<file path="src/rtl/burst_addr_seq.sv">
// Burst address sequencer: takes one burst request and emits one beat address per
// downstream handshake. Supports incrementing and power-of-two wrapping bursts.
module burst_addr_seq #(
  parameter  int ADDR_WIDTH = 32,  // matches the platform physical address width
  parameter  int BEAT_BYTES = 4,
  parameter  int MAX_BEATS  = 16,
  localparam int CNT_W      = $clog2(MAX_BEATS + 1)
) (
  input  logic                  i_clk,
  input  logic                  i_rst_n,
  input  logic                  i_req_valid,
  output logic                  o_req_ready,
  input  logic [ADDR_WIDTH-1:0] i_req_addr,
  input  logic [CNT_W-1:0]      i_req_beats,
  input  logic                  i_req_wrap,
  output logic                  o_beat_valid,
  input  logic                  i_beat_ready,
  output logic [ADDR_WIDTH-1:0] o_beat_addr,
  output logic [CNT_W-1:0]      o_beat_idx,
  output logic                  o_beat_last,
  output logic                  o_busy
);

  localparam int OFF_W = $clog2(BEAT_BYTES);

  typedef enum logic {IDLE, BURST} state_t;

  state_t                state_reg;
  state_t                state_next;
  logic [ADDR_WIDTH-1:0] addr_reg;
  logic [CNT_W-1:0]      idx_reg;
  logic [CNT_W-1:0]      beats_reg;
  logic                  wrap_reg;
  logic                  last_reg;

  logic                  accept;
  logic                  beat_hs;
  logic [CNT_W-1:0]      beats_eff;
  logic                  beats_pow2;
  logic [CNT_W-1:0]      idx_inc;
  logic [ADDR_WIDTH-1:0] addr_inc;
  logic [ADDR_WIDTH-1:0] wrap_mask;
  logic [ADDR_WIDTH-1:0] addr_adv;

  assign accept  = i_req_valid && o_req_ready;
  assign beat_hs = o_beat_valid && i_beat_ready;

  // Zero beats means one beat; oversize requests are clamped to the maximum.
  always_comb begin
    beats_eff = i_req_beats;
    if (i_req_beats == '0)
      beats_eff = CNT_W'(1);
    else if (i_req_beats > CNT_W'(MAX_BEATS))
      beats_eff = CNT_W'(MAX_BEATS);
  end

  assign beats_pow2 = (beats_eff & (beats_eff - CNT_W'(1))) == '0;
  assign idx_inc    = idx_reg + CNT_W'(1);
  assign addr_inc   = addr_reg + ADDR_WIDTH'(BEAT_BYTES);
  assign wrap_mask  = (ADDR_WIDTH'(beats_reg) << OFF_W) - ADDR_WIDTH'(1);
  assign addr_adv   = wrap_reg ? ((addr_reg & ~wrap_mask) | (addr_inc & wrap_mask))
                               : addr_inc;

  always_ff @(posedge i_clk or negedge i_rst_n) begin
    if (!i_rst_n)
      state_reg <= IDLE;
    else
      state_reg <= state_next;
  end

  always_comb begin
    state_next = state_reg;
    case (state_reg)
      IDLE:    if (accept) state_next = BURST;
      BURST:   if (beat_hs && last_reg) state_next = IDLE;
      default: state_next = IDLE;
    endcase
  end

  always_comb begin
    o_req_ready  = (state_reg == IDLE);
    o_beat_valid = (state_reg == BURST);
    o_busy       = (state_reg == BURST);
  end

  // Non-power-of-two wrap requests are latched as incrementing bursts.
  always_ff @(posedge i_clk or negedge i_rst_n) begin
    if (!i_rst_n) begin
      addr_reg  <= '0;
      idx_reg   <= '0;
      beats_reg <= '0;
      wrap_reg  <= 1'b0;
      last_reg  <= 1'b0;
    end else if (accept) begin
      addr_reg  <= i_req_addr & ~ADDR_WIDTH'(BEAT_BYTES - 1);
      idx_reg   <= '0;
      beats_reg <= beats_eff;
      wrap_reg  <= i_req_wrap && beats_pow2;
      last_reg  <= (beats_eff == CNT_W'(1));
    end else if (beat_hs) begin
      if (last_reg) begin
        last_reg <= 1'b0;
      end else begin
        addr_reg <= addr_adv;
        idx_reg  <= idx_inc;
        last_reg <= (idx_inc == beats_reg - CNT_W'(1));
      end
    end
  end

  assign o_beat_addr = addr_reg;
  assign o_beat_idx  = idx_reg;
  assign o_beat_last = last_reg;

endmodule

</file>
<file path="config.mk">
export PLATFORM = sky130hd
export DESIGN_NAME = burst_addr_seq
export DESIGN_NICKNAME = d
export VERILOG_FILES = /design/src/rtl/burst_addr_seq.sv
export SDC_FILE = /design/constraint.sdc
export NUM_CORES = 1
export LEC_CHECK = 0
export ABC_AREA = 1
export CAP_MARGIN = 20
export CORE_MARGIN = 4
export CORE_UTILIZATION = 43
export DETAILED_ROUTE_END_ITERATION = 12
export GPL_TIMING_DRIVEN = 0
export PLACE_DENSITY = 0.73
export SLEW_MARGIN = 25
export SYNTH_ARGS = -nofsm -noshare
export SYNTH_HDL_FRONTEND = slang
export SYNTH_SLANG_ARGS = --single-unit
</file>
<file path="constraint.sdc">
create_clock -name i_clk -period 1.68 [get_ports i_clk]
set_input_delay 0.336 -clock i_clk [delete_from_list [all_inputs] [get_ports i_clk]]
set_output_delay 0.336 -clock i_clk [all_outputs]
set_load 0.01 [all_outputs]
</file>
; After elaboration in Yosys (flattened, before gate mapping)
; Cells that the tools add are included.
[classes]
n_addsub = 5
multipliers = 0
n_div = 0
n_lt_le_gt_ge = 1
eq_ne = 3
n_shift = 0
mux = 15
bitwise = 6
n_reduce_logical = 8
[op_table]
columns = op, count
row1 = $mux W32, 4
row2 = $and A32 B32 Y32, 2
row3 = $add A32 B3 Y32 const B, 1
row4 = $not A32 Y32, 1
row5 = $or A32 B32 Y32, 1
row6 = $mux W5, 5
row7 = $logic_not A5 Y1, 2
row8 = $sub A5 B1 Y5 const B, 2
row9 = $sub A7 B1 Y8 const B, 1
row10 = $add A5 B1 Y5 const B, 1
row11 = $and A5 B5 Y5, 1
row12 = $eq A5 B1 Y1 const B, 1
row13 = $eq A5 B5 Y1, 1
row14 = $gt A5 B5 Y1 const B, 1
row15 = $mux W1, 5
row16 = $logic_and A1 B1 Y1, 4
row17 = $ne A2 B1 Y1 const B, 1
row18 = $pmux W1 S2, 1
row19 = $reduce_and A2 Y1, 1
row20 = $reduce_bool A2 Y1, 1
row21 = $not A1 Y1, 1
[word_totals]
register_bits = 45
latch_bits = 0
ram_bits = 0
romBits = 0
output_inout_bits = 41
wordCells = 44
mem_count = 0

; Longest topological paths before layout
; Gate-level depths: netlist (run 1).
[logic_depth]
word_depth = 8
ltp_mapped = 10
depth_no_buf = 10

; Least setup slack after synthesis (run 1)
; OpenSTA, ideal clock, no wires.
[synth_path]
path_kind = register -> register
start = register addr_reg[3], in the netlist o_beat_addr[3]
end = register addr_reg[12], in the netlist o_beat_addr[12]
arrival_time_ps = 1391
slack_ps = 212
stages_incl_launch_ff = 9
synth_period_minus_slack_ps = 1468
path_cell_list = dfrtp_1 > ha_1 > nand2_1 > nor2_2 > nand2_2 > nor2_2 > xor2_1 > nand2_1 > a21oi_1
[synth_via]
elab_chain_cells = 7
[synth_lines]
columns = item, line_no
row1 = "start, declared", 30  ; logic [ADDR_WIDTH-1:0] addr_reg;
row2 = "start signal, assigned", 95  ; addr_reg <= i_req_addr & ~ADDR_WIDTH'(BEAT_BYTES - 1);
row3 = "start signal, assigned", 104  ; addr_reg <= addr_adv;
row4 = $add A32 B3 Y32 (*), 59  ; assign addr_inc = addr_reg + ADDR_WIDTH'(BEAT_BYTES);
row5 = $and A32 B32 Y32, 61  ; assign addr_adv = wrap_reg ? ((addr_reg & ~wrap_mask) | (addr_inc & wrap_mask))
row6 = $or A32 B32 Y32, 61
row7 = $mux W32 (*), 61
row8 = $mux W32 (*), 101  ; if (last_reg) begin
row9 = $mux W32 (*), 100  ; end else if (beat_hs) begin
row10 = $mux W32 (*), 94  ; end else if (accept) begin
; Every way passes the cells marked *; elsewhere a longest branch is shown, timed or not. The select of a mux whose other input is x is not followed.
; A chain may end at the register's enable or synchronous reset.

; Worst setup path in the final report (run 1)
[layout_path]
start = register addr_reg[16], in the netlist o_beat_addr[16]
end = output port o_beat_addr[16]
[layout_rtl]
columns = item, line_no
row1 = "end, declared", 18  ; output logic [ADDR_WIDTH-1:0] o_beat_addr,
; No word-level cell between the ends.

==> results of run 1 <==
-- where the power goes --
group | leakage [nW] | internal, mW | total [mW] | switching (mW)
combinational | 1.37 | 2.36 | 4.99 | 2.63
clock | 0.0654 | 0.595 | 0.971 | 0.376
sequential | 0.488 | 1.60 | 2.33 | 0.733
total | 1.92 | 4.55 | 8.29 | 3.74
-- kinds of logic after synthesis --
family	count (synthesis)	share of synthesized area, %
simple gates	260	37.0
compound gates	83	14.6
buf+inv	52	7.89
flops	43	34.1
xor+xnor	18	5.00
fa+ha+maj	3	1.19
other cells	1	0.119
-- cell type report --
cell class              count  area share [%]
plain buffers              14            2.62
clock buffers               6            1.63
clock inverters             2            1.35
inverters                  38            3.38
multi-input cells         366            43.3
flip-flops and latches     43            24.9
well taps                  96            2.70
repair buffers             90            20.1
-- metal layers --
metal / vias up / wire length [um] / track usage [%]
li1: 1673 / - / -
met1: 1553 / 4320 / 30.5
met2: 80 / 4460 / 35.0
met3: 7 / 415 / 2.65
met4: 0 / 90 / 4.81
met5: - / 0 / 0
-- cells in the final DEF (no fill, tap or decap), types with 3 or more instances in the layout --
master	synthesis	final
nor2_2	9	7
nor2_4	5	9
a21oi_1	49	39
inv_1	34	31
buf_6	4	6
xnor2_1	6	5
nand2_1	137	136
nand3_1	18	18
o21ai_0	22	22
clkbuf_8	0	5
dfrtp_2	0	24
nor2_1	65	63
xor2_1	12	12
inv_2	3	6
dfrtp_1	43	19
nand2_2	6	6
buf_4	5	14
clkdlybuf4s50_1	0	73
nand4_1	3	3
nand3b_1	9	9
a21oi_2	0	10
-- through the flow --
stage	instance area [um2]	setup TNS, ns	hold WS, ns	utilization (%)	std cells
floorplan	3160	0	0.0404	-	461
global placement	4060	-48.30	0.518	58.5	635
finish	4440	0	0.477	64.0	655
detailed placement	4070	-6.69	0.279	58.7	636
global route	4440	-0.0954	0.502	64.0	655
CTS	4230	0	0.490	61.0	646
-- timing repair --
| action | 4_1_cts | 5_1_grt |
|---|---|---|
| setup buffers | 1 | 9 |
| hold endpoints to repair | 15 | 0 |
| pin swaps | 0 | 1 |
| hold buffers | 1 | 0 |
| endpoints found under the setup margin | 8 | 52 |
| resized for setup | 7 | 54 |
-- how the worst min path moves through the flow --
stage | start | endpoint | slack, ns
finish | i_rst_n | o_beat_addr[30] | 0.48
global route | i_rst_n | o_beat_addr[28] | 0.50
CTS | i_rst_n | o_beat_addr[30] | 0.49
detailed placement | i_rst_n | o_beat_addr[5] | 0.28
global placement | beats_reg[1] | beats_reg[1] | 0.52
floorplan | i_rst_n | beats_reg[0] | 0.04
==> summary.md, run 1 <==
| Metric | Value |
|---|---|
| Status | completed |
| Syn. warnings | 0 |
| WL final | 9280 um |
| Port bufs | 78 |
| Clk slew on worst S/H paths | roughly 0.090 ns |
| Synth-to-Final Area Change | 40.8% |
| Maxcap violations | 0 |
| First DRT Iteration DRCs | about 220 |
| Setup crit end | o_beat_addr[16] |
| First-pass GRT wire length | roughly 15000 um |
| TritonCTS clock tree | done |
| Filler cells | 597 |
| Setup Crit Path Kind | register to output pin |
| Setup crit end kind | output pin |
| Ys flop type | dfrtp_1 |
| WP depth | 1 |
| Synth Area per Inst | 6.86 um2 |
| CP max-delay cell | clkdlybuf4s50_1 |
| Net count, final | between 600 and 700 |
| CP bufs+invs | 1 |
| Core Region | 6940 um2 |
| Count leader, synth | nand2_1 |
| RSZ-0062 raised after global routing | true |
| Reg-to-Reg Start | o_beat_addr[3] |
| DR pass1 iterations | 5 |
| Footprint of the multi-input gates | 1920 um2 |
| Tot GR Track Use | a little over a fifth |
| Post-DP HPWL | 7040 um |
| Achievable Freq | 0.602 GHz |
| CP delay by family, top | buffers and inverters |
| Commonest cells in the netlist | nand2_1 (137), nor2_1 (65), a21oi_1 (49) |
| Fraction of layout cells with a size suffix above 1 | roughly 19% |
| TritonCTS buffer count | 5 |
| Reg2reg end | o_beat_addr[18] |
| Post-synth EDFFs | 0 |
| Ranking of synthesized cells by area | dfrtp_1 (34%), nand2_1 (16%), a21oi_1 (7.8%), nor2_1 (7.7%), inv_1 (4.0%) |
| Fraction of registers with async set or reset after synthesis | 100% |
| Critical path cell sequence | clkdlybuf4s50_1 |
| Site Rows | 30 |
| Tcrit/Tclk final | 98.9% |
| Clk_lat worst skew | roughly 0.3 ns |
| Htree depth | 2 |
| Die height | 93.6 um |
| Post-synth top area share | between 30 and 40% |
| CP startpoint kind | register |
| Synth Cell Area | between 3000 and 4000 um2 |
| Sequential share of the synthesized area | around a third |
| Post-route ant nets | 0 |
| ANT cells | 0 |
| Hold Crit Class | input port to asynchronous set/reset pin |
| Critical Path RT | 1.34 ns |
| Via density | 5.06 |
| Ports | 83 |
| Starting Density | between 40% and 50% |
| Clock Path Buffers | 2 |
| Remaining DRCs | 0 |
| Max reg flops | 30 |
| FF+latch count, synth | 43 |
| Crit. Startpoint | o_beat_addr[16] |
| Final WS setup | 0.0184 ns |
| Post-layout min period | 1.66 ns |
| Place WS | -0.263 ns |
| Area leader, netlist | dfrtp_1 |
| Reg2Reg Depth | 8 |
| Crit path largest cell delay | 0.58 ns |
| Max rail drop VDD | between 800 and 900 uV |
| CTS Root Cell | clkbuf_8 |
| Clock sink count | 43 |
| Library cells used by synthesis | 39 |
| Pleak | between 1.5 and 2 nW |
| Worst R2R Setup Slack | 0.05 ns |
| GRT overflow | 0 |
| Total area of sequential cells | 1110 um2 |
| Pwr per Cell Area | 1870 nW/um2 |
| Final setup viols | 0 |
| Via count | about 3300 |
| CP max FO | 6 |
| Final hold vios | 0 |
| Antenna violations before repair | 0 |
| CP Data Arrival Time | 1.33 ns |
| Power, Total | 8.29 mW |
| WL/cell | about 14 um |
| Cells after synthesis | 460 |
| Die Span X | around 94 um |
| Largest net degree at the start of global routing | 29 |
| Die area | between 8000 and 9000 um2 |
| Final worst clock skew | 0.0146 ns |
| Placer Congestion | 0.893 |
| Pins over their slew limit | 0 |
| Number of global-route vias before repair | 3070 |
Note: power is estimated with default switching activity, not from simulation.
==> inputs of run 2 (changes only) <==
CORE_ASPECT_RATIO = 1.1   (was unset)
CTS_BUF_LIST = sky130_fd_sc_hd__clkbuf_8   (was unset)
HOLD_SLACK_MARGIN = 0.1   (was unset)
==> summary.md, run 2 (synthesis results as in run 1) <==
| Metric | Value |
|---|---|
| Status | completed |
| Via count | 3353 |
| TritonCTS clock tree | done |
| Number of global-route vias before repair | 3217 |
| CP startpoint kind | register |
| CP delay by family, top | buffers and inverters |
| Met2 Resource Use GR | 36.4% |
| Critical Path RT | 1.34 ns |
| Post-DP HPWL | around 7000 um |
| Maxcap violations | 0 |
| Net count, final | approximately 600 |
| RSZ-0062 raised after global routing | true |
| Fin util | between 60% and 70% |
| Switching part of the total | 46.2% |
| Power, Total | 8.17 mW |
| CP bufs+invs | 1 |
| WL/cell | approximately 14 um |
| Starting Density | 44.5% |
| Die Span X | 89.7 um |
| CTS Root Cell | clkbuf_8 |
| Antenna violations before repair | 0 |
| CP Data Arrival Time | between 1 and 1.5 ns |
| DR pass1 iterations | 7 |
| Achievable Freq | 0.600 GHz |
| Pins over their slew limit | 0 |
| Port bufs | 78 |
| ANT cells | 0 |
| Die area | around 9000 um2 |
| CP max FO | 5 |
| Final worst clock skew | roughly 0.0073 ns |
| Clock share of power | 9.2% |
| Die height | just under 100 um |
| Clock sink count | 43 |
| Setup Crit Path Kind | register to output pin |
| Max rail drop VDD | 890 uV |
| Setup crit end kind | output pin |
| GR peak layer | met2 |
| Commonest non-fill, non-tap cell in the layout | nand2_1 |
| WL final | 9260 um |
| First DRT Iteration DRCs | 205 |
| Tot GR Track Use | between 20% and 30% |
| Largest net degree at the start of global routing | 29 |
| Tcrit/Tclk final | 99.1% |
| TritonCTS buffer count | 5 |
| Hold Crit Class | input port to asynchronous set/reset pin |
| GRT overflow | 0 |
| Clk slew on worst S/H paths | approximately 0.09 ns |
| Via density | 5.21 |
| Final setup viols | 0 |
| Max reg flops | 30 |
| Worst R2R Setup Slack | around 0.09 ns |
| Part of the power in combinational logic | 62.5% |
| Site Rows | 32 |
| Most frequent cells in the layout | nand2_1 (136), clkdlybuf4s50_1 (74), nor2_1 (63) |
| Remaining DRCs | 0 |
| Clock Path Buffers | 2 |
| Post-route ant nets | 0 |
| Critical path cell sequence | clkdlybuf4s50_1 |
| Htree depth | 2 |
| Crit path largest cell delay | 0.57 ns |
| Global routing usage on met3 | 3.54% |
| Placer Congestion | between 0.9 and 1 |
| Pint | between 4 and 5 mW |
| CP max-delay cell | clkdlybuf4s50_1 |
| Pleak | around 1.9 nW |
| Clk_lat worst skew | 0.30 ns |
| Post-layout min period | 1.67 ns |
| Fraction of layout cells with a size suffix above 1 | 19.3% |
| Synth-to-Final Area Change | 40.1% |
| GR Util met1 | 26.7% |
| Fin cells | 644 |
| Pwr per Cell Area | 1850 nW/um2 |
| First-pass GRT wire length | 14800 um |
| Core Region | about 7100 um2 |
| Placed Instances | 625 |
| Final hold vios | 0 |
| P_sw | 3.78 mW |
| Sequential power share | 28.3% |
| Ports | 83 |
[run 2: final timing paths]
check                      cells after the start               to       startpoint
max in group asynchronous                      3    o_beat_idx[0]          i_rst_n
max reg2reg                                   10  o_beat_addr[19]     o_beat_valid
min reg2reg                                    2     beats_reg[1]     beats_reg[1]
min                                            2  o_beat_addr[17]          i_rst_n
max                                            1  o_beat_addr[20]  o_beat_addr[20]
min in group i_clk                             2     beats_reg[1]     beats_reg[1]
[run 2: per-layer routing]
| layer | wire [um] | vias up | part of all wire [%] |
|---|---|---|---|
| li1 | - | 1673 | - |
| met1 | 3840 | 1556 | 42 |
| met2 | 4710 | 111 | 51 |
| met3 | 546 | 13 | 5.9 |
| met4 | 158 | 0 | 1.7 |
| met5 | 0 | - | 0 |
[run 2: final cells by class]
cell class | count | area [um2]
fillers | 655 | 2670
clock buffers | 7 | 96.3
well taps | 85 | 106
flip-flops and latches | 43 | 1110
multi-input cells | 366 | 1920
inverters | 38 | 148
repair buffers | 90 | 913
plain buffers | 14 | 124
clock inverters | 1 | 3.75
[run 2: through the flow]
step | hold slack [ns] | TNS [ns] | instance area [um2] | setup slack, ns
global placement | 0.525 | -47.22 | 4050 | -0.942
detailed placement | 0.278 | -7.49 | 4060 | -0.314
CTS | 0.493 | 0 | 4180 | 0.000625
floorplan | 0.0404 | 0 | 3160 | 0.212
finish | 0.476 | 0 | 4420 | 0.0147
global route | 0.508 | -0.00209 | 4420 | -0.00209
[run 2: power groups by stage]
stage | Combinational (mW) | Sequential, mW | Clock, mW
6_report | 5.11 | 2.31 | 0.752
4_1_cts | 4.62 | 2.28 | 0.762
2_1_floorplan | 2.75 | 2.31 | 0
5_1_grt | 5.63 | 2.41 | 0.802
3_3_place_gp | 4.50 | 2.26 | 0
3_5_place_dp | 4.59 | 2.28 | 0
[run 2: what timing repair did]
action	4_1_cts	5_1_grt
buffers inserted	1	8
hold buffers	1	0
setup endpoints to repair	7	47
endpoints found under the hold margin	15	0
pin swaps	0	1
gates cloned	0	1
resized for setup	7	57
==> patch (config.mk and constraints of run 2) <==
The parameter `MAX_BEATS` goes from 16 to 32.
--- a/src/rtl/burst_addr_seq.sv
+++ b/src/rtl/burst_addr_seq.sv
@@ -3,7 +3,7 @@
 module burst_addr_seq #(
   parameter  int ADDR_WIDTH = 32,  // matches the platform physical address width
   parameter  int BEAT_BYTES = 4,
-  parameter  int MAX_BEATS  = 16,
+  parameter  int MAX_BEATS  = 32,
   localparam int CNT_W      = $clog2(MAX_BEATS + 1)
 ) (
   input  logic                  i_clk,
Ports: changed (resized i_req_beats and o_beat_idx); port bits go from 83 to 85. No check against the original RTL was run, so the function may have changed too.
==> patch against run 2 <==
  * Cell area increased by 4.0%
  * Count of clock-buffer cells in the layout decreased by 2
  * Synthesized cell count increased by 13%
  * Area after synthesis increased by 6.4%
  * Wire length increased by 10%
  * Critical path type unchanged
  * Total power decreased by 1.1%
  * Die area increased by 5.8%
  * Hold slack improved by 0.087 ns
  * Sequential cell count increased by 2
  * Worst setup slack improved by 0.023 ns
  * Core utilization decreased by 1.2 points
  * Sequential share of layout area increased by 0.20 points
==> patch: results (changes against run 2) <==
Crit Reg-Reg Endpoint: o_beat_addr[25]$_DFFE_PN0P_ (was o_beat_addr[19]$_DFFE_PN0P_)
Iter 0 DRT Violations: 184 (was 205)
clk_skew: 0.0110 ns (was 0.00726 ns)
Worst setup endpoint: o_beat_addr[9] (was o_beat_addr[20])
first-pass GRT wire length: 16.4 mm (was 14.8 mm)
post-detail-place hpwl: 7.95 mm (was 6.96 mm)
Max IR drop VDD: 0.908 mV (was 0.890 mV)
worst hold path class: reg2reg (was in2async)
GP Congestion: 0.932 (was 0.954)
Final Cycle Share: 97.8% (was 99.1%)
share of cells above drive strength 1: 17.3% (was 19.3%)
status: finished clean (unchanged)
CP startpoint: o_beat_addr[9]$_DFFE_PN0P_ (was o_beat_addr[20]$_DFFE_PN0P_)
Final nets: 668 (was 603)
Hold Crit Start: o_beat_addr[22]$_DFFE_PN0P_
Buffers on Ports: 80 (was 78)
list of most frequent post-synthesis cells: nand2_1, nor2_1, inv_1 (was nand2_1, nor2_1, a21oi_1)
hold path depth: 2
total track usage: 21.9% (was 21.1%)
Pleak: 2.10 nW (was 1.93 nW)
vias in the first global route: 3480 (was 3217)
Critical Path AT: 1.31 ns (was 1.33 ns)
Reg2Reg Depth: 9 (was 10)
synth top area cells: dfrtp_1, nand2_1, nor2_1 (was dfrtp_1, nand2_1, a21oi_1)
First-pass DRT Iterations: 5 (was 7)
Place WS: -0.340 ns (was -0.314 ns)
CP Max Fanout: 5 (unchanged)
largest net degree at the start of global routing: 46 (was 29)
post-synthesis sequential area ratio: 33.6% (was 34.1%)
## patch: cells by family after synthesis
| kind of cell | share of synthesized area, % |
|---|---|
| compound gates | 15.0 |
| xor+xnor | 1.83 |
| fa+ha+maj | 1.12 |
| buf+inv | 9.51 |
| flops | 33.6 |
| mux | 0.336 |
| other cells | 0.112 |
| simple gates | 38.5 |
## patch: layout make-up
class	count	area share, %
buffer	16	2.61
inverter	58	4.82
clock inverter	3	0.381
multi-input combinational	403	43.0
timing repair buffer	93	19.6
tap	105	2.86
sequential	45	25.2
clock buffer	5	1.50
## patch: what timing repair did
action / in CTS / in global routing
pin swaps: 1 / 8
gates resized for setup: 12 / 51
setup buffers: 4 / 7
endpoints found under the setup margin: 33 / 51
gates cloned: 0 / 1
endpoints found under the hold margin: 45 / 0
hold buffers: 1 / 0
## patch: layer usage
metal	share of wire [%]	global-route usage, %
met1	43	27.0
met2	50	39.0
met3	5.2	3.73
met4	2.3	7.09
met5	0	0
## patch: stage by stage
| step | instances | utilization (%) | hold WS [ns] | area (um^2) | setup TNS [ns] |
|---|---|---|---|---|---|
| CTS | 720 | 59.0 | 0.564 | 4440 | 0 |
| global placement | 707 | 57.1 | 0.544 | 4290 | -55.18 |
| finish | 728 | 61.2 | 0.564 | 4600 | 0 |
| floorplan | 522 | - | 0.0404 | 3360 | 0 |
| global route | 728 | 61.2 | 0.608 | 4600 | -0.169 |
| detailed placement | 707 | 57.1 | 0.386 | 4290 | -8.07 |
## patch: power breakdown
| part | total (W) | internal, W | switching (W) | leakage (nW) |
|---|---|---|---|---|
| registers | 0.00239 | 0.00166 | 0.000726 | 0.511 |
| logic | 0.00501 | 0.00231 | 0.00270 | 1.55 |
| clock network | 0.000685 | 0.000288 | 0.000397 | 0.0439 |
| total | 0.00809 | 0.00426 | 0.00382 | 2.10 |
